$ cat src/rtl/mem_ctrl.sv
// mem_ctrl: arbiter and byte sequencer for the shared 8-bit RAM/IO port.
// Instruction fetch (4-byte reads) and the load/store buffer (1/2/4-byte
// loads and stores) take turns round-robin; each request is split into byte
// transfers and answered with a one-cycle done pulse.
module mem_ctrl #(
    parameter logic [31:0] IO_ADDR_HI = 32'h00030000
) (
    input  logic        clk,
    input  logic        rst,
    input  logic        rdy,
    input  logic        rollback,
    input  logic        io_buffer_full,
    input  logic        if_req,
    input  logic [31:0] if_addr,
    output logic        if_done,
    output logic [31:0] if_data,
    input  logic        lsb_req,
    input  logic        lsb_we,
    input  logic [1:0]  lsb_len,
    input  logic [31:0] lsb_addr,
    input  logic [31:0] lsb_wdata,
    output logic        lsb_done,
    output logic [31:0] lsb_rdata,
    input  logic [7:0]  mem_din,
    output logic [7:0]  mem_dout,
    output logic [31:0] mem_a,
    output logic        mem_wr
);

    localparam logic [2:0] S_IDLE  = 3'd0;
    localparam logic [2:0] S_IF_RD = 3'd1;
    localparam logic [2:0] S_LS_RD = 3'd2;
    localparam logic [2:0] S_LS_WR = 3'd3;
    localparam logic [2:0] S_DONE  = 3'd4;

    // Byte count for an LSB length code; code 3 is treated as a word.
    function automatic logic [2:0] len_to_bytes(input logic [1:0] len);
        case (len)
            2'd0:    return 3'd1;
            2'd1:    return 3'd2;
            default: return 3'd4;
        endcase
    endfunction

    logic [2:0]  state;
    logic [2:0]  cnt;
    logic [2:0]  n_bytes;
    logic        last_lsb;
    logic        cur_lsb;
    logic        cur_we;
    logic [31:0] base_addr;
    logic [31:0] wdata_q;
    logic [31:0] data_buf;
    logic [31:0] if_data_q;
    logic [31:0] lsb_rdata_q;
    logic [31:0] mem_a_q;
    logic [7:0]  mem_dout_q;
    logic [7:0]  din_hold;
    logic        use_hold;
    logic        wr_q;
    logic        if_done_q;
    logic        lsb_done_q;

    logic [7:0]  din_eff;
    logic [2:0]  cnt_nxt;
    logic [31:0] merged;
    logic        io_stall;
    logic        grant_lsb;
    logic        grant_any;
    logic [31:0] grant_addr;

    // While frozen the RAM keeps answering the held address, so the byte
    // that was on mem_din when the freeze began is parked and used on resume.
    always_comb begin
        din_eff = use_hold ? din_hold : mem_din;
        cnt_nxt = cnt + 3'd1;
    end

    // Read assembly: cycle k (k>=1) carries byte k-1 of the transfer.
    always_comb begin
        merged = data_buf;
        case (cnt)
            3'd1:    merged[7:0]   = din_eff;
            3'd2:    merged[15:8]  = din_eff;
            3'd3:    merged[23:16] = din_eff;
            3'd4:    merged[31:24] = din_eff;
            default: merged = data_buf;
        endcase
    end

    // Round-robin grant and IO backpressure detection.
    always_comb begin
        io_stall   = (state == S_LS_WR) &&
                     (base_addr[17:16] == IO_ADDR_HI[17:16]) && io_buffer_full;
        grant_lsb  = lsb_req && (!if_req || !last_lsb);
        grant_any  = (if_req || lsb_req) && !rollback;
        grant_addr = grant_lsb ? lsb_addr : if_addr;
    end

    assign mem_a     = mem_a_q;
    assign mem_dout  = mem_dout_q;
    assign mem_wr    = wr_q && rdy && !io_stall;
    assign if_done   = if_done_q && rdy && !rollback;
    assign lsb_done  = lsb_done_q && rdy && !(rollback && !cur_we);
    assign if_data   = if_data_q;
    assign lsb_rdata = lsb_rdata_q;

    // Sequencer: grant, per-byte address/data stepping, done generation.
    always_ff @(posedge clk) begin
        if (rst) begin
            state       <= S_IDLE;
            cnt         <= 3'd0;
            n_bytes     <= 3'd0;
            last_lsb    <= 1'b0;
            cur_lsb     <= 1'b0;
            cur_we      <= 1'b0;
            base_addr   <= 32'd0;
            wdata_q     <= 32'd0;
            data_buf    <= 32'd0;
            if_data_q   <= 32'd0;
            lsb_rdata_q <= 32'd0;
            mem_a_q     <= 32'd0;
            mem_dout_q  <= 8'd0;
            din_hold    <= 8'd0;
            use_hold    <= 1'b0;
            wr_q        <= 1'b0;
            if_done_q   <= 1'b0;
            lsb_done_q  <= 1'b0;
        end else if (rdy) begin
            use_hold   <= 1'b0;
            if_done_q  <= 1'b0;
            lsb_done_q <= 1'b0;
            case (state)
                S_IDLE: begin
                    if (grant_any) begin
                        state      <= grant_lsb ? (lsb_we ? S_LS_WR : S_LS_RD) : S_IF_RD;
                        last_lsb   <= grant_lsb;
                        cur_lsb    <= grant_lsb;
                        cur_we     <= grant_lsb && lsb_we;
                        base_addr  <= grant_addr;
                        mem_a_q    <= grant_addr;
                        n_bytes    <= grant_lsb ? len_to_bytes(lsb_len) : 3'd4;
                        wdata_q    <= lsb_wdata;
                        mem_dout_q <= lsb_wdata[7:0];
                        wr_q       <= grant_lsb && lsb_we;
                        cnt        <= 3'd0;
                        data_buf   <= 32'd0;
                    end
                end
                S_IF_RD, S_LS_RD: begin
                    if (rollback) begin
                        state <= S_IDLE;
                    end else begin
                        data_buf <= merged;
                        if (cnt == n_bytes) begin
                            state <= S_DONE;
                            if (cur_lsb) begin
                                lsb_done_q  <= 1'b1;
                                lsb_rdata_q <= merged;
                            end else begin
                                if_done_q <= 1'b1;
                                if_data_q <= merged;
                            end
                        end else begin
                            cnt <= cnt_nxt;
                            if (cnt_nxt < n_bytes)
                                mem_a_q <= base_addr + {29'd0, cnt_nxt};
                        end
                    end
                end
                S_LS_WR: begin
                    if (!io_stall) begin
                        if (cnt == n_bytes - 3'd1) begin
                            state      <= S_DONE;
                            wr_q       <= 1'b0;
                            lsb_done_q <= 1'b1;
                        end else begin
                            cnt        <= cnt_nxt;
                            mem_a_q    <= base_addr + {29'd0, cnt_nxt};
                            mem_dout_q <= wdata_q[{cnt_nxt[1:0], 3'b000} +: 8];
                        end
                    end
                end
                S_DONE: begin
                    state <= S_IDLE;
                end
                default: begin
                    state <= S_IDLE;
                end
            endcase
        end else begin
            if (!use_hold) begin
                din_hold <= mem_din;
                use_hold <= 1'b1;
            end
        end
    end

endmodule

$ cat config.mk
export PLATFORM = sky130hd
export DESIGN_NAME = mem_ctrl
export DESIGN_NICKNAME = d
export VERILOG_FILES = /design/src/rtl/mem_ctrl.sv
export SDC_FILE = /design/constraint.sdc
export NUM_CORES = 1
export LEC_CHECK = 0
export BUFFER_PORTS_ARGS = -buffer_cell sky130_fd_sc_hd__buf_2
export CAP_MARGIN = 40
export CORE_MARGIN = 5
export CORE_UTILIZATION = 49
export CTS_CLUSTER_DIAMETER = 40
export DETAILED_ROUTE_END_ITERATION = 10
export GPL_TIMING_DRIVEN = 0
export PLACE_DENSITY_LB_ADDON = 0.2
export SLEW_MARGIN = 20
export SYNTH_ARGS = -nofsm -noshare
export SYNTH_HDL_FRONTEND = slang
export SYNTH_SLANG_ARGS = --single-unit
export TNS_END_PERCENT = 100
$ cat constraint.sdc
create_clock -name clk -period 4 [get_ports clk]
set_input_delay 0.4 -clock clk [delete_from_list [all_inputs] [get_ports clk]]
set_output_delay 0.4 -clock clk [all_outputs]
set_load 0.02 [all_outputs]
-- Word-level counts from Yosys, hierarchy flattened
Cells that the tools add are included.
- flip-flop bits (word level): 223
- output and inout bits: 107
- logic and storage cells: 129
- input port bits: 114
- shift-type cells: 1
- equal/unequal tests: 19
- bitwise operators: 2
- add/subtract/negate cells: 3
- multiplexer cells: 51
- order comparisons: 1
- reduce and logical (&&, ||, !) cells: 35
- operator list (operator ; count):
    32-bit two-way mux ; 9
    32-bit case mux with 3 select lines ; 1
    8-bit two-way mux ; 8
    32-bit case mux with 2 select lines ; 1
    3-bit two-way mux ; 11
    32-bit by 3-bit adder with 32-bit output ; 1
    32-bit by 6-bit indexed part select with 8-bit output ; 1
    5-bit AND reduction ; 5
    3-bit case mux with 3 select lines ; 2
    8-bit case mux with 2 select lines ; 1
    1-bit two-way mux ; 14
    3-bit by 2-bit equality test with 1-bit output (second input constant) ; 4
    1-bit logical AND ; 12
    2-bit != test (second input constant) ; 6
    8-bit AND reduction ; 1
    7-bit AND reduction ; 1
    3-bit by 1-bit equality test with 1-bit output (second input constant) ; 2
    3-bit equality test ; 2
    1-bit zero test ; 6
    3-bit case mux with 2 select lines ; 1
    1-bit case mux with 2 select lines ; 2
    4-bit AND reduction ; 1
    2-bit nonzero test ; 2
    3-bit by 1-bit adder with 3-bit output (second input constant) ; 1
    other kinds (15) ; 17

-- Logic depth before layout (Yosys ltp)
Gate-level depths: netlist of run 1.
- word-level depth: 6
- depth in mapped cells: 13
- gate-level depth less buffers: 10

-- Least setup slack after synthesis of run 1
Ideal clock, no wire load.
- path type: register -> register
- start point: register cnt[0]
- end point: register mem_a_q[26] (netlist: mem_a[26])
- arrival time: 3.463 ns
- library setup time: 0.117 ns
- clock period less this slack: 3.580 ns
- path slack: 0.420 ns
- buffers on the path: 3
- required time: 3.883 ns
- stages on the path, launching flop included: 14
- cells stage by stage: dfxtp_1 > clkbuf_1 > inv_1 > ha_1 > clkbuf_1 > inv_1 > fa_1 > nor2b_1 > o2111ai_1 > clkbuf_1 > nor4_1 > xnor2_1 > nand2_1 > a32o_1
- longest elaborated chain between the ends: 6
- elaborated cells on any way between the ends: 15
- classes of those cells: 2 x add/sub; 1 x order compare; 5 x eq/ne; 6 x mux; 1 x reduce/logical
- RTL lines (item ; RTL line ; source):
    start: declaration ; 46 ; logic [2:0] cnt;
    start signal: assignment ; 165 ; cnt <= cnt_nxt;
    start signal: assignment ; 178 ; cnt <= cnt_nxt;
    3-bit by 1-bit adder with 3-bit output ; 76 ; cnt_nxt = cnt + 3'd1;
    32-bit by 3-bit adder with 32-bit output ; 167, 179 ;
    32-bit two-way mux ; 166 ; if (cnt_nxt < n_bytes)
    32-bit two-way mux ; 155 ; if (cnt == n_bytes) begin
    32-bit two-way mux ; 151 ; if (rollback) begin
    32-bit case mux with 3 select lines ; 133 ; case (state)
    end signal: assignment ; 141 ; mem_a_q <= grant_addr;
    end signal: assignment ; 167 ; mem_a_q <= base_addr + {29'd0, cnt_nxt};
    end signal: assignment ; 179 ; mem_a_q <= base_addr + {29'd0, cnt_nxt};
    end: declaration ; 56 ; logic [31:0] mem_a_q;
Several ways; a longest one is shown, not always the timed one. The select of a mux whose other input is x is not followed.
A chain may end at the register's enable or synchronous reset.

-- Worst setup path in the final report of run 1
Same ends and word-level chain as after synthesis.

==> results of run 1 <==
## logic make-up (layout without fill, tap and decap cells)
group                      Yosys count  after routing  synth area share, %
buffers and inverters              108            385                4.415
muxes                               58             58                6.865
AOI/OAI and AO/OA                  299            299                18.67
xor gates and xnor gates            30             30                2.748
adders and majority gates           13             13                1.691
and+or+nand+nor                    516            516                21.24
other                                0              1                    0
DFF                                223            223                44.37
## worst reg2reg max path, delay by kind of cell (launching register included)
family	cells	cell delay, ps
buffers and inverters	5	1070
adders and majority gates	2	800
and+or+nand+nor	3	690
DFF	1	440
AOI/OAI and AO/OA	2	430
xor gates and xnor gates	1	160
## metal layers
| metal | vias up | share of wire (%) | global-route usage, % |
|---|---|---|---|
| met3 | 76 | 6.1 | 4.722 |
| met5 | - | 0.041 | 0 |
| met2 | 346 | 48 | 43.98 |
| met4 | 2 | 3.3 | 9.716 |
| met1 | 4586 | 43 | 32.85 |
| li1 | 4835 | - | - |
## how the worst max path moves through the flow
| stage | cells after the start | startpoint | to | slack [ps] |
|---|---|---|---|---|
| 2_1_floorplan | 13 | cnt[0] | mem_a[26] | 420 |
| 3_3_place_gp | 13 | cnt[0] | mem_a[26] | -420 |
| 3_5_place_dp | 13 | cnt[0] | mem_a[26] | -490 |
| 4_1_cts | 13 | cnt[0] | mem_a[26] | 130 |
| 5_1_grt | 13 | cnt[0] | mem_a[28] | 20 |
| 6_report | 13 | cnt[0] | mem_a[26] | 330 |
## synthesized netlist by cell type (2+ instances only)
| library cell | count |
|---|---|
| xnor2_1 | 23 |
| a22oi_1 | 29 |
| nand2_1 | 311 |
| mux2_2 | 8 |
| nand3_1 | 18 |
| mux4_2 | 8 |
| clkbuf_1 | 73 |
| buf_1 | 4 |
| a32o_1 | 21 |
| o21ai_1 | 4 |
| and4_1 | 4 |
| nand2b_1 | 4 |
| a211oi_1 | 35 |
| ha_1 | 12 |
| o21ai_0 | 36 |
| nor3_2 | 2 |
| a311oi_1 | 8 |
| dfxtp_1 | 223 |
| inv_1 | 17 |
| a211o_1 | 2 |
| or2_2 | 3 |
| o2111ai_1 | 2 |
| buf_6 | 3 |
| xor2_1 | 6 |
| nand4_1 | 5 |
| and3_1 | 3 |
| a32oi_1 | 3 |
| and2_1 | 4 |
| mux2i_1 | 42 |
| nor2_1 | 121 |
| buf_2 | 10 |
| a31oi_1 | 3 |
| nor3_1 | 18 |
| nor4_1 | 8 |
| o211ai_1 | 9 |
| or3_1 | 7 |
| a21oi_1 | 140 |
| nor2b_1 | 2 |
## registers in the layout, summed over array words and instances (netlist names)
| register | count |
|---|---|
| base_addr | 32 |
| cnt | 3 |
| cur_lsb | 1 |
| cur_we | 1 |
| data_buf | 32 |
| din_hold | 8 |
| if_data | 32 |
| if_done_q | 1 |
| lsb_done_q | 1 |
| lsb_rdata | 32 |
| mem_a | 32 |
| mem_dout | 8 |
| n_bytes | 3 |
| state | 3 |
| use_hold | 1 |
| wdata_q | 32 |
| wr_q | 1 |
## where the power goes
part / total, mW / switching, mW / internal, mW
Clock: 3.06 / 1.05 / 2.01
Sequential: 2.44 / 0.0892 / 2.35
Combinational: 0.903 / 0.584 / 0.318
Total: 6.40 / 1.72 / 4.68
## metrics by stage
| step | utilization [%] | TNS (ps) |
|---|---|---|
| CTS | 62.65 | 0 |
| detailed placement | 56.78 | -3846 |
| global placement | 56.78 | -3038 |
| finish | 62.68 | 0 |
| global route | 62.68 | 0 |
| floorplan | - | 0 |
## area by class of cell
type	count	share of cell area (%)
diodes	1	0.01973
clock buffers	42	7.507
plain buffers	91	3.058
repair buffers	218	8.602
clock inverters	17	1.825
multi-input cells	916	40.62
inverters	17	0.5031
flip-flops and latches	223	35.20
well taps	270	2.664
## what timing repair did
action | in CTS | in global routing
endpoints found under the setup margin | 11 | 8
gates resized for setup | 2 | 4
cloned | 0 | 0
==> flow_summary.toml, run 1 <==
[drt]
ant_nets = 0
drcViolationCount = 0
route.vias.total = 9845
wl_um = 31640
wl_per_cell_um = 17.63
drt-initial-drc-count = 601
vias_per_cell = 5.485
first_pass_iters = 6

[synth]
syn-num-nets = 1374
yosysWarnings = 0
yosys.area.top_type = "dfxtp_1"
synthCells = 1247
synth-seq-cells = 223
synth_cell_types = 54
synth.top_cells.by_area = "dfxtp_1 44%, nand2_1 12%, a21oi_1 7.0%, nor2_1 4.5%, mux2i_1 4.2%"
syn_area_per_cell_sq_um = 8.068
synthArstFlopShare_pct = 0
synth-edff-count = 0
ys_seq_area_share_pct = 44.37
ys.flop_type = "dfxtp_1"
yosysTopAreaCellShare_pct = 44.37
syn_area_sq_um = 10060

[floorplan]
io_pins = 221
dieHeight_um = 153.3
rows = 52
initial_utilization_pct = 49.72
core_sq_um = 20230
die-area_sq_um = 23500
chipWidth_um = 153.3

[placed_design]
place.gp.congestion = 0.8834
place_area_sq_um = 11490
portBuffers = 218
dpl.hpwl_um = 23480
dp_cells = 1735
dp_slack_ps = -490.1

[layout]
syn_to_final_growth_pct = 26.07
fin_nets = 1628
register_area_sq_um = 4464
final_common_cell = "nand2_1"
fillers = 1866
drive_above_1_share_pct = 20.87
final_cell_area_sq_um = 12680
layout_common_cells = "311 x nand2_1, 228 x buf_2, 223 x dfxtp_1"
multi_input_area_sq_um = 5152
final_cells = 1795

[power_and_ir_drop]
leakage_nw = 5.056
power_density_nw_per_um2 = 504.8
p_total_mw = 6.403
ir_drop_v = 0.0003196

[timing]
final-hold-violation-count = 0
finalMaxSlewViolations = 0
setup_viol = 0
finalCritPeriodShare_pct = 91.74
fin_ws_ps = 330.3
fin_skew_ps = 18.94
fmax_mhz = 272.5
tightest_slew_ps = 857.0
hold_slack_ps = 146.6
rsz0062_at_grt = "no"
slew-limit-headroom_pct = 41.23
fin_crit_ps = 3670

[worst_setup_path]
critPathTopFamily = "buffers and inverters"
rrSetupSlack_ps = 330
worst-setup-path-type = "flop to flop"
critical-path-slowest-cell = "dfxtp_1"
required_ps = 4390
rr_worst_depth = 13
path_cells = "clkbuf_4 -> inv_1 -> ha_1 -> clkbuf_4 -> inv_1 -> fa_1 -> nor2b_1 -> o2111ai_1 -> clkbuf_1 -> nor4_1 -> xnor2_1 -> nand2_1 -> a32o_1"
r2r_start = "cnt[0]"
crit_arrival_ps = 4060
worst-path-buf-inv = 5
start_kind = "flop"
worst-path-max-fanout = 10
endpoint_kind = "flop"
max_stage_delay_ps = 440
worstReg2RegEnd = "mem_a[26]"

[worst_hold_path]
hold_start = "lsb_wdata[19]"
worstHoldPathCells = 3
min-delay-path-class = "primary input to flop"
hold-path-endpoint = "wdata_q[19]"

[run]
drv_cap = 0

[cts]
cts_setup_buffers = 0
h-tree-depth = 2
cts_hold_buf = 0
cts_tree = "done"
path_clk_slew_ps = 50
worstSkewPairLatency_ps = 500
cts_sinks = 223
cts_buffer_depth = 3
clock_tree.root_cell = "clkbuf_16"
cts_buffers = 34

[global_routing]
grt_pass1_vias = 9630
antenna_found_initial = 2
grt_pass1_wl_um = 50170
grt-ovfl-total = 0
grtUsageTotal_pct = 25.90
grt_max_degree = 12

[run_status]
status = "finished clean"
Note: power is estimated with default switching activity, not from simulation.
==> run 2: changes to the inputs <==
==> constraint.sdc (replaced) <==
create_clock -name clk -period 3.4 [get_ports clk]
set_input_delay 0.34 -clock clk [delete_from_list [all_inputs] [get_ports clk]]
set_output_delay 0.34 -clock clk [all_outputs]
set_load 0.02 [all_outputs]
==> run 2 against run 1 <==
Effect of this change: register-to-register slack got worse by 130 ps; flip-flop and latch count did not move; sequential share of layout area fell by 0.22 points; fmax rose by 15%; sequential power rose by 18%; largest cell class unchanged; clock-buffer cell count fell by 1; clock power rose by 20%; clock skew rose by 2.3 ps; worst setup slack got worse by 130 ps; power rose by 19%; via count fell by 0.42%; die area did not move.
==> flow_summary.toml, run 2 (synthesized netlist as in run 1, its figures left out) <==
[layout]
fillers = 1862
fin_nets = 1628
final_cells = 1795
layout_common_cells = "311 x nand2_1, 229 x buf_2, 222 x dfxtp_1"
drive_above_1_share_pct = 21.51
syn_to_final_growth_pct = 26.91
final_common_cell = "nand2_1"
antenna_cells = 0
finalCoreUtilization_pct = 63.10

[cts]
path_clk_slew_ps = 50
h-tree-depth = 2
clock_tree.root_cell = "clkbuf_16"
cts_hold_buf = 0
worstSkewPairLatency_ps = 500
cts_buffer_depth = 3
cts_buffers = 34
cts_setup_buffers = 0
cts_tree = "done"
cts_sinks = 223

[floorplan]
chipWidth_um = 153.3
initial_utilization_pct = 49.72
die-area_sq_um = 23500
rows = 52
core_sq_um = 20230
io_pins = 221
dieHeight_um = 153.3

[placed_design]
dp_cells = 1735
dpl.hpwl_um = 23720
portBuffers = 218
place.gp.congestion = 0.8923

[timing]
fmax_mhz = 312.9
setup_viol = 0
finalCritPeriodShare_pct = 94.01
fin_crit_ps = 3196
setup_tns_ps = 0
slew-limit-headroom_pct = 48.83
tightest_slew_ps = 746.2
final-hold-violation-count = 0
finalMaxSlewViolations = 0
fin_skew_ps = 21.23
rsz0062_at_grt = "no"

[global_routing]
grtUsageTotal_pct = 25.95
grt_max_degree = 14
grt_pass1_vias = 9573
grt-ovfl-total = 0
grt_pass1_wl_um = 50190
antenna_found_initial = 0
use_met2_pct = 44.92
use_met3_pct = 4.128
top_usage_layer = "met2"
gr-usage-met1_pct = 32.68

[worst_hold_path]
min-delay-path-class = "primary input to flop"
hold_start = "lsb_wdata[15]"
worstHoldPathCells = 3
hold-path-endpoint = "wdata_q[15]"

[drt]
route.vias.total = 9804
ant_nets = 0
wl_per_cell_um = 17.75
vias_per_cell = 5.462
drt-initial-drc-count = 553
drcViolationCount = 0
wl_um = 31860
first_pass_iters = 5

[worst_setup_path]
start_kind = "flop"
path_common_cell = "inv_1"
crit_arrival_ps = 3570
rrSetupSlack_ps = 200
worst-path-max-fanout = 10
max_stage_delay_ps = 450
startpoint = "cnt[0]"
rr_worst_depth = 13
cp.depth = 13
critPathTopFamily = "buffers and inverters"
worst-setup-path-type = "flop to flop"
endpoint_kind = "flop"
path_cells = "clkbuf_8 -> inv_1 -> ha_4 -> buf_8 -> inv_1 -> fa_1 -> nor2b_2 -> o2111ai_1 -> buf_2 -> nor4_2 -> xnor2_1 -> nand2_1 -> a32o_1"
r2r_start = "cnt[0]"
worstReg2RegEnd = "mem_a[30]"
required_ps = 3770
critical-path-slowest-cell = "fa_1"
worst-path-buf-inv = 5

[run_status]
status = "finished clean"

[power_and_ir_drop]
ir_drop_v = 0.0003931
leakage_nw = 5.084
power_density_nw_per_um2 = 595.4

[run]
drv_cap = 0
-- run 2: layout make-up --
type	instances	area, sq um	area share (%)
Buffer	91	402.9	3.155
Clock buffer	41	980.9	7.683
Clock inverter	19	240.2	1.881
Inverter	17	63.81	0.4998
Multi-Input combinational cell	916	5186	40.62
Sequential cell	223	4466	34.97
Tap cell	270	337.8	2.646
Timing Repair Buffer	218	1091	8.545
-- run 2: worst register-to-register path: cells and delay by family, from the launching register on --
kind	cells	cell delay, ps
AO/OA/AOI/OAI	2	400
adder cells (fa/ha/maj)	2	760
XOR/XNOR	1	160
buffers and inverters	5	810
AND/OR/NAND/NOR	3	570
flip-flops	1	400
-- run 2: through the flow --
stage | power (mW) | cell area, sq um | hold WS (ps) | setup WS (ps)
floorplan | 3.591 | 10060 | 433.1 | 54.02
global placement | 3.955 | 11490 | 436.4 | -745.9
detailed placement | 3.978 | 11490 | 443.8 | -757.4
CTS | 7.627 | 12740 | 72.73 | 45.61
global route | 7.873 | 12770 | 77.75 | 60.86
finish | 7.602 | 12770 | 83.85 | 203.8
-- run 2: power breakdown --
part / switching [mW] / leakage, nW / internal, mW
sequential: 0.106 / 1.81 / 2.76
combinational: 0.695 / 2.68 / 0.378
clock: 1.28 / 0.594 / 2.38
-- run 2: repair_timing --
item / CTS / global route
endpoints found under the setup margin: 25 / 7
resized for setup: 9 / 5
cloned: 0 / 0
-- run 2: worst max path at each step --
| stage | slack (ps) | end |
|---|---|---|
| after CTS | 50 | mem_a[30] |
| final | 200 | mem_a[30] |
| after detailed placement | -760 | mem_a[26] |
| after floorplan | 50 | mem_a[26] |
| after global routing | 60 | mem_a[26] |
| after global placement | -750 | mem_a[26] |
-- run 2: layer usage --
layer / vias to the layer above / share of wire (%)
met5: - / 0
met4: 0 / 3.2
met3: 73 / 5.5
met2: 354 / 49
met1: 4535 / 43
li1: 4842 / -
